**src/rtl/mem_port_arbiter_pkg.sv**
```systemverilog
// Shared types for the IF/MEM unified-memory port arbiter.
// Also defines the default bus widths used by the arbiter files.
package mem_port_arbiter_pkg;

  localparam int DATA_WIDTH     = 32;
  localparam int MEM_ADDR_WIDTH = 32;

  typedef enum logic [1:0] {
    ARB_IDLE   = 2'd0,
    ARB_BUSY_I = 2'd1,
    ARB_BUSY_D = 2'd2
  } arb_state_e;

  typedef enum logic {
    OWN_IF = 1'b0,
    OWN_DM = 1'b1
  } arb_owner_e;

  // Which requester owns the memory in a given busy state.
  function automatic arb_owner_e state_owner(input arb_state_e st);
    arb_owner_e own;
    case (st)
      ARB_BUSY_D: own = OWN_DM;
      default:    own = OWN_IF;
    endcase
    return own;
  endfunction

endpackage

```
**src/rtl/mem_arb_prio.sv**
```systemverilog
// Winner selection for the memory port: data-first with a fetch starvation guard.
// A fetch request that is killed in the same cycle never competes.
module mem_arb_prio
  import mem_port_arbiter_pkg::*;
#(
  parameter int STARVE_LIMIT = 4
) (
  input  logic       clk,
  input  logic       rst,
  input  logic       if_req,
  input  logic       if_kill,
  input  logic       dm_req,
  input  logic       idle,
  input  logic       grant_taken,
  output arb_owner_e winner,
  output logic       valid
);

  localparam int SW = $clog2(STARVE_LIMIT + 1);
  localparam logic [SW-1:0] LIMIT = SW'(STARVE_LIMIT);

  logic [SW-1:0] starve_cnt_r;
  logic          if_ok_s;
  logic          force_if_s;

  assign if_ok_s    = if_req & ~if_kill;
  assign force_if_s = (starve_cnt_r == LIMIT);

  // Pick the winner among live requests while the port is idle.
  always_comb begin
    winner = OWN_IF;
    valid  = 1'b0;
    if (idle) begin
      if (if_ok_s && dm_req) begin
        valid  = 1'b1;
        winner = force_if_s ? OWN_IF : OWN_DM;
      end else if (dm_req) begin
        valid  = 1'b1;
        winner = OWN_DM;
      end else if (if_ok_s) begin
        valid  = 1'b1;
        winner = OWN_IF;
      end else begin
        valid  = 1'b0;
        winner = OWN_IF;
      end
    end else begin
      valid  = 1'b0;
      winner = OWN_IF;
    end
  end

  // Count data grants that left a fetch waiting; any fetch grant clears it.
  always_ff @(posedge clk) begin
    if (rst) begin
      starve_cnt_r <= '0;
    end else if (grant_taken && (winner == OWN_IF)) begin
      starve_cnt_r <= '0;
    end else if (grant_taken && (winner == OWN_DM) && if_req && !force_if_s) begin
      starve_cnt_r <= starve_cnt_r + 1'b1;
    end else begin
      starve_cnt_r <= starve_cnt_r;
    end
  end

endmodule

```
**src/rtl/mem_port_arbiter.sv**
```systemverilog
// Single-outstanding arbiter sharing one memory port between IF and MEM stages.
// Optional watchdog enabled by defining MEM_PORT_ARB_TIMEOUT_EN.
module mem_port_arbiter
  import mem_port_arbiter_pkg::*;
#(
  parameter int DATA_WIDTH     = 32,
  parameter int MEM_ADDR_WIDTH = 32,
  parameter int STARVE_LIMIT   = 4,
  parameter int TIMEOUT_CYCLES = 64
) (
  input  logic                      clk,
  input  logic                      rst,
  input  logic                      if_req_i,
  input  logic [MEM_ADDR_WIDTH-1:0] if_addr_i,
  input  logic                      if_kill_i,
  output logic                      if_gnt_o,
  output logic                      if_rvalid_o,
  output logic [DATA_WIDTH-1:0]     if_rdata_o,
  input  logic                      dm_req_i,
  input  logic                      dm_we_i,
  input  logic [DATA_WIDTH/8-1:0]   dm_be_i,
  input  logic [MEM_ADDR_WIDTH-1:0] dm_addr_i,
  input  logic [DATA_WIDTH-1:0]     dm_wdata_i,
  output logic                      dm_gnt_o,
  output logic                      dm_rvalid_o,
  output logic [DATA_WIDTH-1:0]     dm_rdata_o,
  output logic                      mem_req_o,
  output logic                      mem_we_o,
  output logic [DATA_WIDTH/8-1:0]   mem_be_o,
  output logic [MEM_ADDR_WIDTH-1:0] mem_addr_o,
  output logic [DATA_WIDTH-1:0]     mem_wdata_o,
  input  logic                      mem_ack_i,
  input  logic [DATA_WIDTH-1:0]     mem_rdata_i,
  output logic                      err_o
);

  localparam int BW = DATA_WIDTH / 8;

  if (STARVE_LIMIT < 1 || TIMEOUT_CYCLES < 2 || (DATA_WIDTH % 8) != 0) begin : g_bad_params
    $error("mem_port_arbiter: unsupported parameter set");
  end

  arb_state_e                state_r;
  logic                      we_r;
  logic [BW-1:0]             be_r;
  logic [MEM_ADDR_WIDTH-1:0] addr_r;
  logic [DATA_WIDTH-1:0]     wdata_r;
  logic                      kill_r;

  logic       idle_s;
  logic       busy_s;
  logic       ack_s;
  logic       tmo_s;
  logic       done_s;
  logic       prio_valid_s;
  arb_owner_e winner_s;
  arb_owner_e owner_s;

  // Reset masks every output combinationally so nothing leaks during rst.
  assign idle_s  = (state_r == ARB_IDLE) & ~rst;
  assign busy_s  = (state_r != ARB_IDLE) & ~rst;
  assign ack_s   = busy_s & mem_ack_i;
  assign owner_s = state_owner(state_r);

  mem_arb_prio #(
    .STARVE_LIMIT(STARVE_LIMIT)
  ) u_prio (
    .clk        (clk),
    .rst        (rst),
    .if_req     (if_req_i),
    .if_kill    (if_kill_i),
    .dm_req     (dm_req_i),
    .idle       (idle_s),
    .grant_taken(prio_valid_s),
    .winner     (winner_s),
    .valid      (prio_valid_s)
  );

  assign if_gnt_o = prio_valid_s & (winner_s == OWN_IF);
  assign dm_gnt_o = prio_valid_s & (winner_s == OWN_DM);

`ifdef MEM_PORT_ARB_TIMEOUT_EN
  localparam int TW = $clog2(TIMEOUT_CYCLES);

  logic [TW-1:0] tmo_cnt_r;
  logic          err_r;

  assign tmo_s = busy_s & ~mem_ack_i & (tmo_cnt_r == TW'(TIMEOUT_CYCLES - 1));
  assign err_o = err_r | tmo_s;

  // Watchdog counts busy cycles; it restarts each time the port goes busy.
  always_ff @(posedge clk) begin
    if (rst) begin
      tmo_cnt_r <= '0;
      err_r     <= 1'b0;
    end else begin
      if (!busy_s || done_s) begin
        tmo_cnt_r <= '0;
      end else begin
        tmo_cnt_r <= tmo_cnt_r + 1'b1;
      end
      if (tmo_s) begin
        err_r <= 1'b1;
      end else begin
        err_r <= err_r;
      end
    end
  end
`else
  assign tmo_s = 1'b0;
  assign err_o = 1'b0;
`endif

  assign done_s = ack_s | tmo_s;

  assign mem_req_o   = busy_s & ~tmo_s;
  assign mem_we_o    = busy_s & we_r;
  assign mem_be_o    = busy_s ? be_r : {BW{1'b0}};
  assign mem_addr_o  = busy_s ? addr_r : {MEM_ADDR_WIDTH{1'b0}};
  assign mem_wdata_o = busy_s ? wdata_r : {DATA_WIDTH{1'b0}};

  // A fetch killed earlier or in the ack cycle itself must not reach the pipeline.
  assign if_rvalid_o = done_s & (state_r == ARB_BUSY_I) & ~kill_r & ~if_kill_i;
  assign dm_rvalid_o = done_s & (owner_s == OWN_DM);
  assign if_rdata_o  = ack_s ? mem_rdata_i : {DATA_WIDTH{1'b0}};
  assign dm_rdata_o  = ack_s ? mem_rdata_i : {DATA_WIDTH{1'b0}};

  // Port state machine with payload capture at the grant edge.
  always_ff @(posedge clk) begin
    if (rst) begin
      state_r <= ARB_IDLE;
      we_r    <= 1'b0;
      be_r    <= {BW{1'b0}};
      addr_r  <= {MEM_ADDR_WIDTH{1'b0}};
      wdata_r <= {DATA_WIDTH{1'b0}};
      kill_r  <= 1'b0;
    end else begin
      case (state_r)
        ARB_IDLE: begin
          kill_r <= 1'b0;
          if (if_gnt_o) begin
            state_r <= ARB_BUSY_I;
            we_r    <= 1'b0;
            be_r    <= {BW{1'b1}};
            addr_r  <= if_addr_i;
            wdata_r <= {DATA_WIDTH{1'b0}};
          end else if (dm_gnt_o) begin
            state_r <= ARB_BUSY_D;
            we_r    <= dm_we_i;
            be_r    <= dm_be_i;
            addr_r  <= dm_addr_i;
            wdata_r <= dm_wdata_i;
          end else begin
            state_r <= ARB_IDLE;
          end
        end
        ARB_BUSY_I: begin
          if (done_s) begin
            state_r <= ARB_IDLE;
            kill_r  <= 1'b0;
          end else begin
            state_r <= ARB_BUSY_I;
            kill_r  <= kill_r | if_kill_i;
          end
        end
        ARB_BUSY_D: begin
          if (done_s) begin
            state_r <= ARB_IDLE;
          end else begin
            state_r <= ARB_BUSY_D;
          end
        end
        default: begin
          state_r <= ARB_IDLE;
          kill_r  <= 1'b0;
        end
      endcase
    end
  end

endmodule
```
**config.mk**
```make
export PLATFORM = sky130hd
export DESIGN_NAME = mem_port_arbiter
export DESIGN_NICKNAME = d
export VERILOG_FILES = /design/src/rtl/mem_port_arbiter_pkg.sv /design/src/rtl/mem_arb_prio.sv /design/src/rtl/mem_port_arbiter.sv
export SDC_FILE = /design/constraint.sdc
export NUM_CORES = 1
export LEC_CHECK = 0
export ABC_AREA = 1
export ABC_CLOCK_PERIOD_IN_PS = 1960
export BUFFER_PORTS_ARGS = -buffer_cell sky130_fd_sc_hd__buf_2
export CAP_MARGIN = 20
export CORE_MARGIN = 10
export CORE_UTILIZATION = 38
export DETAILED_ROUTE_END_ITERATION = 8
export PLACE_DENSITY = 0.84
export SYNTH_ARGS = -nofsm -noshare
export SYNTH_HDL_FRONTEND = slang
export SYNTH_SLANG_ARGS = --single-unit
```
**constraint.sdc**
```tcl
create_clock -name clk -period 1.96 [get_ports clk]
set_clock_uncertainty 0.1 [all_clocks]
set_input_delay 0.098 -clock clk [delete_from_list [all_inputs] [get_ports clk]]
set_output_delay 0.098 -clock clk [all_outputs]
set_load 0.05 [all_outputs]
```
-- Word level (Yosys, flattened, before mapping)
Index checks and enable logic that the tools add are counted.
- $add $sub $neg: 1
- multiply operators: 0
- div/mod/pow operators: 0
- $lt $le $gt $ge: 0
- eq/ne operators: 3
- shift-type cells: 0
- multiplexer cells: 28
- bitwise operators: 16
- reductions and logical operators: 11
- operator list (operator ; number):
    2-to-1 mux 32 bit ; 7
    2-to-1 mux 1 bit ; 13
    2-to-1 mux 4 bit ; 3
    bitwise AND 1 bit ; 11
    2-to-1 mux 2 bit ; 3
    case mux 2 bit (3 select lines) ; 1
    logical AND 1 bit ; 5
    NOT 1 bit ; 4
    nonzero test 2 bit ; 2
    adder 3 x 1 -> 3 bit (second input constant) ; 1
    equality test 3 bit (second input constant) ; 1
    equality test 2 x 1 -> 1 bit (second input constant) ; 1
    equality test 2 bit (second input constant) ; 1
    zero test 2 bit ; 1
    case mux 1 bit (2 select lines) ; 1
    AND reduction 2 bit ; 1
    OR reduction 2 bit ; 1
    zero test 1 bit ; 1
    bitwise OR 1 bit ; 1
- bits in registers: 75
- bits in latches: 0
- RAM bits: 0
- bits in read-only memories: 0
- input bits: 139
- output and inout port bits: 139
- logic and storage cells: 66
- memories kept: 0

-- Longest topological paths before layout
Gate-level depths: netlist of run 1.
- depth in word-level cells: 10
- depth in mapped cells: 10
- gate-level depth less buffers: 9

-- By module
Synthesis of run 1 repeated with hierarchy kept, for this count alone.
- cell total of the unflattened synthesis: 757
- area total of the unflattened synthesis: 4511.8 um2
- modules (own cells, without submodules) (module ; times used ; cells an instance ; area an instance (um2) ; sequential area each (um2)):
    mem_port_arbiter ; 1 ; 714 ; 4256.6 ; 1441.4
    mem_arb_prio ; 1 ; 43 ; 255.2 ; 60.1

-- Least setup slack after synthesis of run 1
No wires, ideal clock.
- path kind: register -> output
- start: register state_r[1]
- end: output port if_rdata_o[10]
- arrival time: 2822 ps
- required time: 1762 ps
- path slack: -1060 ps
- stages on the path, launching flop included: 7
- cells stage by stage: dfxtp_1 -> nor2_4 -> nor2_1 -> nand2_1 -> buf_2 -> nor2_1 -> buf_4
- longest elaborated chain between the ends: 4
- ends and longest elaborated chain (item ; line ; RTL):
    start: declaration ; mem_port_arbiter.sv:43 ; arb_state_e state_r;
    start signal: assignment ; mem_port_arbiter.sv:131 ; state_r <= ARB_IDLE;
    start signal: assignment ; mem_port_arbiter.sv:142 ; state_r <= ARB_BUSY_I;
    start signal: assignment ; mem_port_arbiter.sv:148 ; state_r <= ARB_BUSY_D;
    nonzero test 2 bit ; mem_port_arbiter.sv:61 ; assign busy_s = (state_r != ARB_IDLE) & ~rst;
    bitwise AND 1 bit ; mem_port_arbiter.sv:61 ;
    net mem_req_o ; mem_port_arbiter.sv:27 ; output logic mem_req_o,
    bitwise AND 1 bit ; mem_port_arbiter.sv:62 ; assign ack_s = busy_s & mem_ack_i;
    2-to-1 mux 32 bit ; - ;
    end: declaration ; mem_port_arbiter.sv:18 ; output logic [DATA_WIDTH-1:0] if_rdata_o,
The timed path passes the listed nets, and every way through them passes these cells.

-- Worst setup path in the final report of run 1
- start: register state_r[1]
- end: output port if_rdata_o[14]
- longest elaborated chain between the ends: 4
- ends and longest elaborated chain (item ; line ; RTL):
    nonzero test 2 bit ; mem_port_arbiter.sv:61 ;
    bitwise AND 1 bit ; mem_port_arbiter.sv:61 ;
    bitwise AND 1 bit ; mem_port_arbiter.sv:62 ;
    2-to-1 mux 32 bit ; mem_port_arbiter.sv:125 ; assign if_rdata_o = ack_s ? mem_rdata_i : {DATA_WIDTH{1'b0}};
Every way passes these cells.

==> insert_results.sql, run 1 <==
INSERT INTO impl_metrics (metric_group, metric, value, unit) VALUES
('cts', 'clk_latency', '330', 'ps'),
('sta', 'number_of_slew_limit_violations_in_the_final_report', '0', ''),
('cts', 'clk_pin_slew_worst_paths', '70', 'ps'),
('synth', 'yosys_warnings', '0', ''),
('synth', 'ys_types', '21', ''),
('cts', 'number_of_sinks_handled_by_clock_tree_synthesis', '75', ''),
('cts', 'cts-buffers-inserted', '9', ''),
('cts', 'cts-root-buf', 'clkbuf_8', ''),
('final_layout', 'multiInputGateArea', '0.00206', 'mm2'),
('synth', 'synthArstFlopShare', '0', '%'),
('global_route', 'remaining_overflow_grt', '0', ''),
('global_route', 'global_route_wire_length_before_repair', '28200', 'um'),
('setup_path', 'worst-setup-path-type', 'reg2out', ''),
('synth', 'netlist_instances', '673', ''),
('drt', 'drtAntennaViolNets', '0', ''),
('drt', 'routed_via_density', '4.85', ''),
('drt', 'detailroute.via_count', '5589', ''),
('power_and_ir_drop', 'sequential_share_of_power', '40.7', '%'),
('global_route', 'grt_antenna_before_repair', '7', ''),
('final_layout', 'layout.core_utilization', '65.8', '%'),
('power_and_ir_drop', 'power_frac_clock', '25.0', '%'),
('power_and_ir_drop', 'p_int', '2.66', 'mW'),
('power_and_ir_drop', 'power.combinational.fraction', '34.3', '%'),
('global_route', 'number_of_global_route_vias_before_repair', '5579', ''),
('cts', 'cts_tree', 'yes', ''),
('floorplanning', 'fp.dieH', '124', 'um'),
('sta', 'finalHoldViolCount', '0', ''),
('sta', 'fmax', '528', 'MHz'),
('cts', 'htreeDepth', '3', ''),
('floorplanning', 'num_rows', '38', ''),
('synth', 'synth_flop_cell', 'dfxtp_1', ''),
('floorplanning', 'die_w', '124', 'um'),
('synth', 'ys_seq_elements', '75', ''),
('drt', 'first_pass_iters', '7', ''),
('power_and_ir_drop', 'power_leakage', '3.64', 'nW'),
('power_and_ir_drop', 'ir_drop', '0.333', 'mV'),
('setup_path', 'crit_required', '1760', 'ps'),
('drt', 'drc', '0', ''),
('synth', 'synth_enable_flop_cells', '0', ''),
('place', 'gp_congestion', '0.838', ''),
('power_and_ir_drop', 'p_sw_share', '36.8', '%'),
('power_and_ir_drop', 'power.density', '594', 'mW/mm2'),
('sta', 'finalCriticalPeriod', '1890', 'ps'),
('floorplanning', 'floorplan.core_area', '0.0107', 'mm2'),
('final_layout', 'areaGrowthSynthToFinish', '70.6', '%'),
('final_layout', 'drive_above_1_share', '35.1', '%'),
('final_layout', 'ff_latch_area', '0.00150', 'mm2'),
('sta', 'final_critical_path_setup_slack', '66.5', 'ps'),
('floorplanning', 'die_area', '0.0155', 'mm2'),
('sta', 'rsz_0062_raised_after_global_routing', 'true', ''),
('setup_path', 'setup.worst_path.start_class', 'flop', ''),
('setup_path', 'critical_path.endpoint_type', 'primary output', ''),
('sta', 'setup_viol', '0', ''),
('place', 'place_area', '0.00570', 'mm2'),
('drt', 'totalWireLength', '18600', 'um'),
('setup_path', 'worst_ep_arrival_time', '1700', 'ps'),
('floorplanning', 'initial_utilization', '38.6', '%'),
('power_and_ir_drop', 'power.switching', '1.54', 'mW'),
('floorplanning', 'ios', '278', ''),
('setup_path', 'critical_path.max_fanout', '32', ''),
('final_layout', 'layout.cells.most_common', 'buf_2', ''),
('global_route', 'maximum_number_of_pins_on_one_net_before_global_route_repair', '40', ''),
('run_status', 'outcome', 'finished, final reports clean', ''),
('job', 'max-cap-violations', '0', ''),
('place', 'post-place-ws', '314', 'ps'),
('final_layout', 'post-route-cell-area', '0.00707', 'mm2'),
('global_route', 'global_routing_usage_summed_across_all_routing_layers', '21.9', '%'),
('sta', 'post-route-period-util', '96.6', '%'),
('drt', 'count_of_routing_violations_after_the_opening_detailed_route_iteration', '395', ''),
('worst_hold_path', 'hold_class', 'in2reg', ''),
('final_layout', 'fill_cells', '848', ''),
('synth', 'synthesis.area', '0.00414', 'mm2'),
('cts', 'max-clock-path-buffers', '2', ''),
('synth', 'seq_area_frac_synth', '36.2', '%'),
('final_layout', 'layout.nets', '1140', ''),
('drt', 'avgRoutedWirePerCell', '16.2', 'um'),
('final_layout', 'final_cell_mix', '210 x buf_2, 139 x nand2_1, 110 x inv_1', ''),
('place', 'port-buffer-count', '276', ''),
('synth', 'syn_area_per_cell', '6.16', 'um2'),
('place', 'dp.final_hpwl', '11600', 'um'),
('synth', 'syn_nets', '814', '');
[synth_stat cells, types with 3 or more instances]
| master | number | area share, % |
|---|---|---|
| clkbuf_1 | 20 | 1.8 |
| buf_2 | 16 | 1.9 |
| o21ai_1 | 4 | 0.48 |
| dfxtp_1 | 75 | 36 |
| a21oi_1 | 35 | 4.2 |
| inv_1 | 110 | 10 |
| buf_4 | 34 | 6.2 |
| o21ai_0 | 69 | 8.3 |
| inv_2 | 3 | 0.27 |
| nand2_1 | 142 | 13 |
| nor2_1 | 116 | 11 |
| nand3_1 | 35 | 4.2 |
[what timing repair did]
item	CTS	global route
buffers inserted	0	1
pin swaps	0	1
gates resized for setup	17	69
hold endpoints to repair	71	0
hold buffers	99	0
endpoints found under the setup margin	66	97
[stage by stage]
stage          hold slack, ps  instances  total power, mW  TNS, ps
2_1_floorplan             111        673             2.62    -3900
3_3_place_gp              195       1028             2.93        0
6_report                 18.8       1152             4.20        0
4_1_cts                 0.537       1143             4.16        0
5_1_grt                  38.9       1151             4.43     -118
3_5_place_dp              202       1028             2.95        0
[critical path: stages, from the launching register on]
cell and delay [ps]:
dfxtp_2 410, nor2_4 70, nor2_4 150, nand2_4 80, buf_12 230, nor2_4 140, buf_2 270
[cell families after synthesis]
group / after synthesis / share of synthesized area [%]
simple gates: 299 / 29.0
buf+inv: 186 / 20.7
compound gates: 108 / 13.0
flops: 75 / 36.2
xor+xnor: 2 / 0.423
fa+ha+maj: 2 / 0.604
other cells: 1 / 0.0905
[path summary, 6_finish.rpt]
| check | from | to | slack (ps) | cells past startpoint |
|---|---|---|---|---|
| max | state_r[1] | if_rdata_o[14] | 70 | 6 |
| min | if_addr_i[22] | addr_r[22] | 20 | 5 |
| max reg2reg | u_prio.starve_cnt_r[0] | addr_r[3] | 230 | 11 |
| min reg2reg | wdata_r[30] | wdata_r[30] | 390 | 2 |
[flip-flops by register name, summed over array words and instances (netlist names)]
register / count
addr_r: 32
be_r: 4
kill_r: 1
state_r: 2
u_prio.starve_cnt_r: 3
wdata_r: 32
we_r: 1
[layer usage]
metal	vias up	routed length (um)	GRT usage [%]
met4	0	1200	15.8
li1	2660	-	-
met5	-	0	0
met2	389	9390	38.8
met3	96	1570	7.15
met1	2444	6470	20.9
[power groups by stage]
stage | Combinational [mW] | Sequential [mW] | Clock, mW
6_report | 1.44 | 1.71 | 1.05
2_1_floorplan | 0.891 | 1.73 | 0
3_3_place_gp | 1.19 | 1.74 | 0
5_1_grt | 1.55 | 1.72 | 1.16
4_1_cts | 1.38 | 1.71 | 1.08
3_5_place_dp | 1.21 | 1.74 | 0
[final cells by class]
| type | count | share of cell area (%) |
|---|---|---|
| inverters | 113 | 6.04 |
| repair buffers | 388 | 38.4 |
| diodes | 8 | 0.283 |
| multi-input cells | 412 | 29.1 |
| flip-flops and latches | 75 | 21.3 |
| well taps | 140 | 2.48 |
| clock inverters | 6 | 0.602 |
| clock buffers | 10 | 1.81 |
Note: power is estimated with default switching activity, not from simulation.
==> run 2, diff against run 1 <==
--- a/config.mk
+++ b/config.mk
@@ -5,14 +5,13 @@
 export SDC_FILE = /design/constraint.sdc
 export NUM_CORES = 1
 export LEC_CHECK = 0
-export ABC_AREA = 1
 export ABC_CLOCK_PERIOD_IN_PS = 1960
 export BUFFER_PORTS_ARGS = -buffer_cell sky130_fd_sc_hd__buf_2
 export CAP_MARGIN = 20
 export CORE_MARGIN = 10
 export CORE_UTILIZATION = 38
 export DETAILED_ROUTE_END_ITERATION = 8
-export PLACE_DENSITY = 0.84
+export PLACE_DENSITY = 0.82
 export SYNTH_ARGS = -nofsm -noshare
 export SYNTH_HDL_FRONTEND = slang
 export SYNTH_SLANG_ARGS = --single-unit
==> insert_results.sql, run 2 <==
INSERT INTO impl_metrics (metric_group, metric, value, unit) VALUES
('synth', 'yosys_warnings', '0', ''),
('sta', 'worst_pin_slew', '580', 'ps'),
('cts', 'clk_pin_slew_worst_paths', '60', 'ps'),
('setup_path', 'setup.worst_path.start_class', 'flop', ''),
('sta', 'post-route-period-util', '101', '%'),
('floorplanning', 'floorplan.core_area', '0.0115', 'mm2'),
('run_status', 'failing_checks', 'setup timing', ''),
('final_layout', 'areaGrowthSynthToFinish', '69.9', '%'),
('job', 'max-cap-violations', '0', ''),
('synth', 'synth_enable_flop_cells', '0', ''),
('drt', 'totalWireLength', '20600', 'um'),
('setup_path', 'crit_required', '1760', 'ps'),
('sta', 'setup_viol', '1', ''),
('power_and_ir_drop', 'sequential_share_of_power', '36.5', '%'),
('drt', 'routed-wl-met3', '1880', 'um'),
('cts', 'cts-root-buf', 'clkbuf_16', ''),
('synth', 'netlist_instances', '531', ''),
('power_and_ir_drop', 'total_power', '4.63', 'mW'),
('sta', 'fmax', '506', 'MHz'),
('final_layout', 'reg.largest.list', 'addr_r x32, wdata_r x32, be_r x4', ''),
('worst_hold_path', 'hold_class', 'in2reg', ''),
('final_layout', 'fill_cells', '853', ''),
('setup_path', 'critical_path.max_fanout', '5', ''),
('final_layout', 'final_cell_mix', '225 x buf_2, 72 x dfxtp_1, 62 x buf_4', ''),
('power_and_ir_drop', 'power.density', '612', 'mW/mm2'),
('cts', 'cts-buffers-inserted', '9', ''),
('floorplanning', 'fp.dieH', '128', 'um'),
('synth', 'synthArstFlopShare', '0', '%'),
('synth', 'ys_top_cells_by_area', 'dfxtp_1 34%, nor3_1 8.1%, a32o_1 7.4%', ''),
('synth', 'ys_types', '37', ''),
('drt', 'routed_via_density', '5.74', ''),
('floorplanning', 'die_area', '0.0164', 'mm2'),
('synth', 'yosys.area.top_type_share', '33.7', '%'),
('power_and_ir_drop', 'power.combinational.fraction', '25.3', '%'),
('global_route', 'maximum_number_of_pins_on_one_net_before_global_route_repair', '81', ''),
('sta', 'fin_worst_hold_slack', '43.5', 'ps'),
('sta', 'finalHoldViolCount', '0', ''),
('global_route', 'global_route_wire_length_before_repair', '29400', 'um'),
('cts', 'number_of_sinks_handled_by_clock_tree_synthesis', '75', ''),
('cts', 'htreeDepth', '3', ''),
('drt', 'drc', '0', ''),
('cts', 'cts_tree', 'yes', ''),
('drt', 'highest_layer', 'met4', ''),
('floorplanning', 'num_rows', '39', ''),
('power_and_ir_drop', 'power_frac_clock', '38.2', '%'),
('global_route', 'grt_antenna_before_repair', '0', ''),
('final_layout', 'multiInputGateArea', '0.00273', 'mm2'),
('final_layout', 'layout.cells.most_common', 'buf_2', ''),
('floorplanning', 'initial_utilization', '38.8', '%'),
('power_and_ir_drop', 'p_int', '3.27', 'mW'),
('drt', 'avgRoutedWirePerCell', '21.7', 'um'),
('drt', 'detailroute.via_count', '5473', ''),
('sta', 'rsz_0062_raised_after_global_routing', 'true', ''),
('place', 'gp_congestion', '0.873', ''),
('drt', 'met2_wirelength', '10500', 'um'),
('power_and_ir_drop', 'p_sw_share', '29.3', '%'),
('synth', 'seq_area_frac_synth', '33.7', '%'),
('cts', 'clk_latency', '330', 'ps'),
('synth', 'syn_nets', '672', ''),
('synth', 'ys_top_cells_by_count', '75 x dfxtp_1, 72 x nor3_1, 61 x clkbuf_1', ''),
('power_and_ir_drop', 'power_leakage', '3.30', 'nW'),
('drt', 'count_of_routing_violations_after_the_opening_detailed_route_iteration', '516', ''),
('place', 'port-buffer-count', '276', ''),
('sta', 'final_critical_path_setup_slack', '-18.0', 'ps'),
('drt', 'detail_route.wirelength.met1', '7790', 'um'),
('synth', 'synthDominantAreaCellType', 'dfxtp_1', ''),
('sta', 'max-slew-margin-rel', '61.3', '%'),
('synth', 'synth_flop_cell', 'dfxtp_1', ''),
('synth', 'synthesis.area', '0.00445', 'mm2'),
('setup_path', 'worst-setup-path-type', 'reg2out', ''),
('floorplanning', 'die_w', '128', 'um'),
('place', 'dp.final_hpwl', '13400', 'um'),
('setup_path', 'critical_path.endpoint_type', 'primary output', ''),
('global_route', 'global_routing_usage_summed_across_all_routing_layers', '21.6', '%'),
('cts', 'max-clock-path-buffers', '2', ''),
('setup_path', 'worst_ep_arrival_time', '1780', 'ps'),
('sta', 'number_of_slew_limit_violations_in_the_final_report', '0', ''),
('place', 'post-place-ws', '-58.3', 'ps'),
('power_and_ir_drop', 'power.switching', '1.36', 'mW'),
('run_status', 'outcome', 'complete, but fails checks', ''),
('synth', 'ys_seq_elements', '75', ''),
('global_route', 'remaining_overflow_grt', '0', ''),
('global_route', 'number_of_global_route_vias_before_repair', '5337', ''),
('sta', 'finalCriticalPeriod', '1980', 'ps'),
('drt', 'first_pass_iters', '4', ''),
('final_layout', 'ff_latch_area', '0.00151', 'mm2'),
('final_layout', 'drive_above_1_share', '55.7', '%'),
('final_layout', 'layout.nets', '946', ''),
('synth', 'yosysMostFrequentCell', 'dfxtp_1', ''),
('synth', 'syn_area_per_cell', '8.38', 'um2'),
('drt', 'drtAntennaViolNets', '0', ''),
('floorplanning', 'ios', '278', ''),
('power_and_ir_drop', 'ir_drop', '0.459', 'mV');
## run 2: cell types whose count changed after synthesis, sizes merged, moves of 34 or more
cell,previous run,this run
nor3,2,72
inv,113,40
nor2,118,3
nand3,36,0
nor3b,0,34
o21ai,73,3
and3,0,34
nand2,143,3
clkbuf,22,61
## run 2: stage by stage
stage	area [um2]	utilization, %	TNS [ps]	instances
2_1_floorplan	4810	-	-10790	531
5_1_grt	7560	65.9	-230	952
6_report	7560	65.9	-18.0	953
3_5_place_dp	6290	54.9	-58.3	877
4_1_cts	7080	61.7	-96.2	931
3_3_place_gp	6290	54.9	0	877
## run 2: final cells by class
class / count / area share (%)
well taps: 143 / 2.37
clock inverters: 6 / 1.16
multi-input cells: 309 / 36.1
clock buffers: 9 / 2.98
flip-flops and latches: 75 / 20.0
repair buffers: 370 / 35.5
inverters: 40 / 1.99
diodes: 1 / 0.0331
## run 2: path summary, 6_finish.rpt
path | depth (start not counted) | slack [ps] | end | startpoint
min | 3 | 40 | be_r[0] | dm_be_i[0]
max | 5 | -20 | if_gnt_o | state_r[1]
max reg2reg | 7 | 10 | addr_r[10] | state_r[0]
min reg2reg | 2 | 370 | addr_r[28] | addr_r[28]
## run 2: timing repair
action,in CTS,in global routing
gates resized for setup,24,92
gates cloned,1,7
setup endpoints to repair,74,133
endpoints found under the hold margin,35,0
pin swaps,2,9
hold buffers,35,0
buffers inserted,3,14
## run 2: power groups by stage
stage	registers, mW	clock network [mW]	logic, mW
2_1_floorplan	1.70	0	0.624
3_3_place_gp	1.71	0	0.941
3_5_place_dp	1.72	0	0.953
4_1_cts	1.68	1.79	1.05
5_1_grt	1.70	1.86	1.25
6_report	1.69	1.77	1.17
## run 2: worst max-delay path: stages, from the launching register on
cell	delay (ps)
dfxtp_4	350
buf_12	130
or3_4	370
buf_6	130
a211oi_4	250
buf_6	210
## run 2: cells by family after synthesis
family | after synthesis | synth area share, %
adders and majority gates | 2 | 0.562
AOI/OAI and AO/OA | 115 | 22.9
and+or+nand+nor | 191 | 27.1
DFF | 75 | 33.7
other | 1 | 0.0842
buffers and inverters | 147 | 15.6
## run 2: layer usage
| metal | global-route usage [%] | vias to the layer above |
|---|---|---|
| li1 | - | 2568 |
| met1 | 26.4 | 2602 |
| met2 | 35.6 | 265 |
| met4 | 6.75 | 0 |
| met3 | 6.20 | 38 |
| met5 | 0 | - |
==> run 3, diff against run 2 <==
--- a/config.mk
+++ b/config.mk
@@ -5,13 +5,13 @@
 export SDC_FILE = /design/constraint.sdc
 export NUM_CORES = 1
 export LEC_CHECK = 0
-export ABC_CLOCK_PERIOD_IN_PS = 1960
 export BUFFER_PORTS_ARGS = -buffer_cell sky130_fd_sc_hd__buf_2
 export CAP_MARGIN = 20
+export CORE_ASPECT_RATIO = 0.8
 export CORE_MARGIN = 10
-export CORE_UTILIZATION = 38
+export CORE_UTILIZATION = 44
 export DETAILED_ROUTE_END_ITERATION = 8
-export PLACE_DENSITY = 0.82
+export PLACE_DENSITY = 0.92
 export SYNTH_ARGS = -nofsm -noshare
 export SYNTH_HDL_FRONTEND = slang
 export SYNTH_SLANG_ARGS = --single-unit
==> insert_results.sql, run 3 (synthesis results as in run 2) <==
INSERT INTO impl_metrics (metric_group, metric, value, unit) VALUES
('sta', 'number_of_slew_limit_violations_in_the_final_report', '0', ''),
('cts', 'cts-buffers-inserted', '9', ''),
('cts', 'cts_tree', 'yes', ''),
('cts', 'max-clock-path-buffers', '2', ''),
('cts', 'clk_pin_slew_worst_paths', '60', 'ps'),
('power_and_ir_drop', 'total_power', '4.69', 'mW'),
('global_route', 'grt_antenna_before_repair', '8', ''),
('final_layout', 'layout.nets', '931', ''),
('cts', 'clk_latency', '330', 'ps'),
('place', 'placedCellCount', '872', ''),
('drt', 'drc', '0', ''),
('setup_path', 'critical_path.max_fanout', '18', ''),
('job', 'max-cap-violations', '0', ''),
('sta', 'post-route-period-util', '101', '%'),
('final_layout', 'final_cell_mix', '261 x buf_2, 72 x dfxtp_1, 46 x nor3_1', ''),
('sta', 'setup_viol', '1', ''),
('floorplanning', 'initial_utilization', '45.6', '%'),
('place', 'place_area', '0.00625', 'mm2'),
('cts', 'number_of_sinks_handled_by_clock_tree_synthesis', '75', ''),
('sta', 'final_critical_path_setup_slack', '-15.0', 'ps'),
('place', 'dp.final_hpwl', '14700', 'um'),
('setup_path', 'critical_path.endpoint_type', 'primary output', ''),
('drt', 'avgRoutedWirePerCell', '22.0', 'um'),
('place', 'gp_congestion', '0.890', ''),
('final_layout', 'layout.cells.most_common', 'buf_2', ''),
('drt', 'routed_via_density', '5.94', ''),
('final_layout', 'ff_latch_area', '0.00151', 'mm2'),
('floorplanning', 'fp.dieH', '110', 'um'),
('final_layout', 'drive_above_1_share', '54.8', '%'),
('global_route', 'remaining_overflow_grt', '0', ''),
('sta', 'finalHoldViolCount', '1', ''),
('final_layout', 'areaGrowthSynthToFinish', '63.7', '%'),
('final_layout', 'reg.largest.list', 'addr_r x32, wdata_r x32, be_r x4', ''),
('setup_path', 'setup.worst_path.start_class', 'flop', ''),
('floorplanning', 'num_rows', '32', ''),
('setup_path', 'worst_ep_arrival_time', '1780', 'ps'),
('cts', 'htreeDepth', '3', ''),
('drt', 'detailroute.via_count', '5580', ''),
('final_layout', 'post-route-cell-area', '0.00729', 'mm2'),
('run_status', 'failing_checks', 'hold timing, setup timing', ''),
('final_layout', 'finish.cell_count_without_fillers', '940', ''),
('sta', 'fmax', '506', 'MHz'),
('sta', 'finalCriticalPeriod', '1970', 'ps'),
('drt', 'drtAntennaViolNets', '0', ''),
('setup_path', 'crit_required', '1760', 'ps'),
('global_route', 'global_route_wire_length_before_repair', '31200', 'um'),
('final_layout', 'fill_cells', '704', ''),
('final_layout', 'multiInputGateArea', '0.00274', 'mm2'),
('floorplanning', 'ios', '278', ''),
('sta', 'fin_worst_hold_slack', '-3.39', 'ps'),
('power_and_ir_drop', 'power_leakage', '3.18', 'nW'),
('sta', 'max-slew-margin-rel', '54.3', '%'),
('power_and_ir_drop', 'power.density', '644', 'mW/mm2'),
('place', 'port-buffer-count', '276', ''),
('run_status', 'outcome', 'complete, but fails checks', ''),
('global_route', 'maximum_number_of_pins_on_one_net_before_global_route_repair', '63', ''),
('drt', 'first_pass_iters', '7', ''),
('global_route', 'global_routing_usage_summed_across_all_routing_layers', '26.3', '%'),
('cts', 'cts-root-buf', 'clkbuf_16', ''),
('drt', 'totalWireLength', '20600', 'um'),
('floorplanning', 'die_area', '0.0146', 'mm2'),
('power_and_ir_drop', 'ir_drop', '0.566', 'mV'),
('sta', 'worst_pin_slew', '686', 'ps'),
('setup_path', 'worst-setup-path-type', 'reg2out', ''),
('floorplanning', 'floorplan.core_area', '0.00977', 'mm2'),
('sta', 'rsz_0062_raised_after_global_routing', 'true', ''),
('sta', 'fin_setup_tns', '-15.0', 'ps'),
('worst_hold_path', 'hold_class', 'in2reg', ''),
('floorplanning', 'die_w', '132', 'um'),
('drt', 'count_of_routing_violations_after_the_opening_detailed_route_iteration', '300', ''),
('global_route', 'number_of_global_route_vias_before_repair', '5567', '');
==> run 3: where the power goes <==
part           internal (mW)  total [mW]  switching [mW]
clock network           1.25        1.91           0.660
logic                  0.458        1.10           0.637
registers               1.64        1.69          0.0494
==> run 3: critical path, stage by stage, from the launching register on <==
cell	delay [ps]
dfxtp_4	380
or4b_4	590
nor2_4	150
buf_12	170
buf_8	160
==> run 3: metrics by stage <==
step	utilization [%]	setup slack, ps
2_1_floorplan	-	-458
3_3_place_gp	64.0	-119
3_5_place_dp	64.0	-276
4_1_cts	72.2	-80.4
5_1_grt	74.6	-65.9
6_report	74.6	-15.0
==> run 3: layout make-up <==
class,count,area share [%]
antenna,9,0.309
tap,136,2.33
multi-input combinational,310,37.5
timing repair buffer,354,32.4
clock inverter,6,1.56
inverter,40,2.06
clock buffer,10,3.14
sequential,75,20.7
==> run 3: what timing repair did <==
| action | in CTS | in global routing |
|---|---|---|
| cloned | 1 | 1 |
| resized for setup | 25 | 48 |
| pin swaps | 2 | 0 |
| setup endpoints to repair | 163 | 134 |
| hold buffers | 35 | 0 |
| endpoints found under the hold margin | 35 | 0 |
| buffers inserted | 2 | 3 |
==> run 3: final timing paths <==
kind | start | end | slack, ps | depth (start not counted)
max reg2reg | state_r[0] | addr_r[29] | 40 | 5
min | rst | addr_r[31] | -3 | 2
min reg2reg | addr_r[25] | addr_r[25] | 380 | 2
max | state_r[0] | dm_gnt_o | -10 | 4
==> run 3: routing by layer <==
metal  part of all wire [%]  global-route usage, %  up-vias  wire, um
met5                      0                      0        -         0
met4                    3.5                   12.4        0       724
met3                    7.8                   6.84       60      1610
met2                     52                   47.6      322     10800
met1                     36                   28.5     2659      7480
li1                       -                      -     2539         -
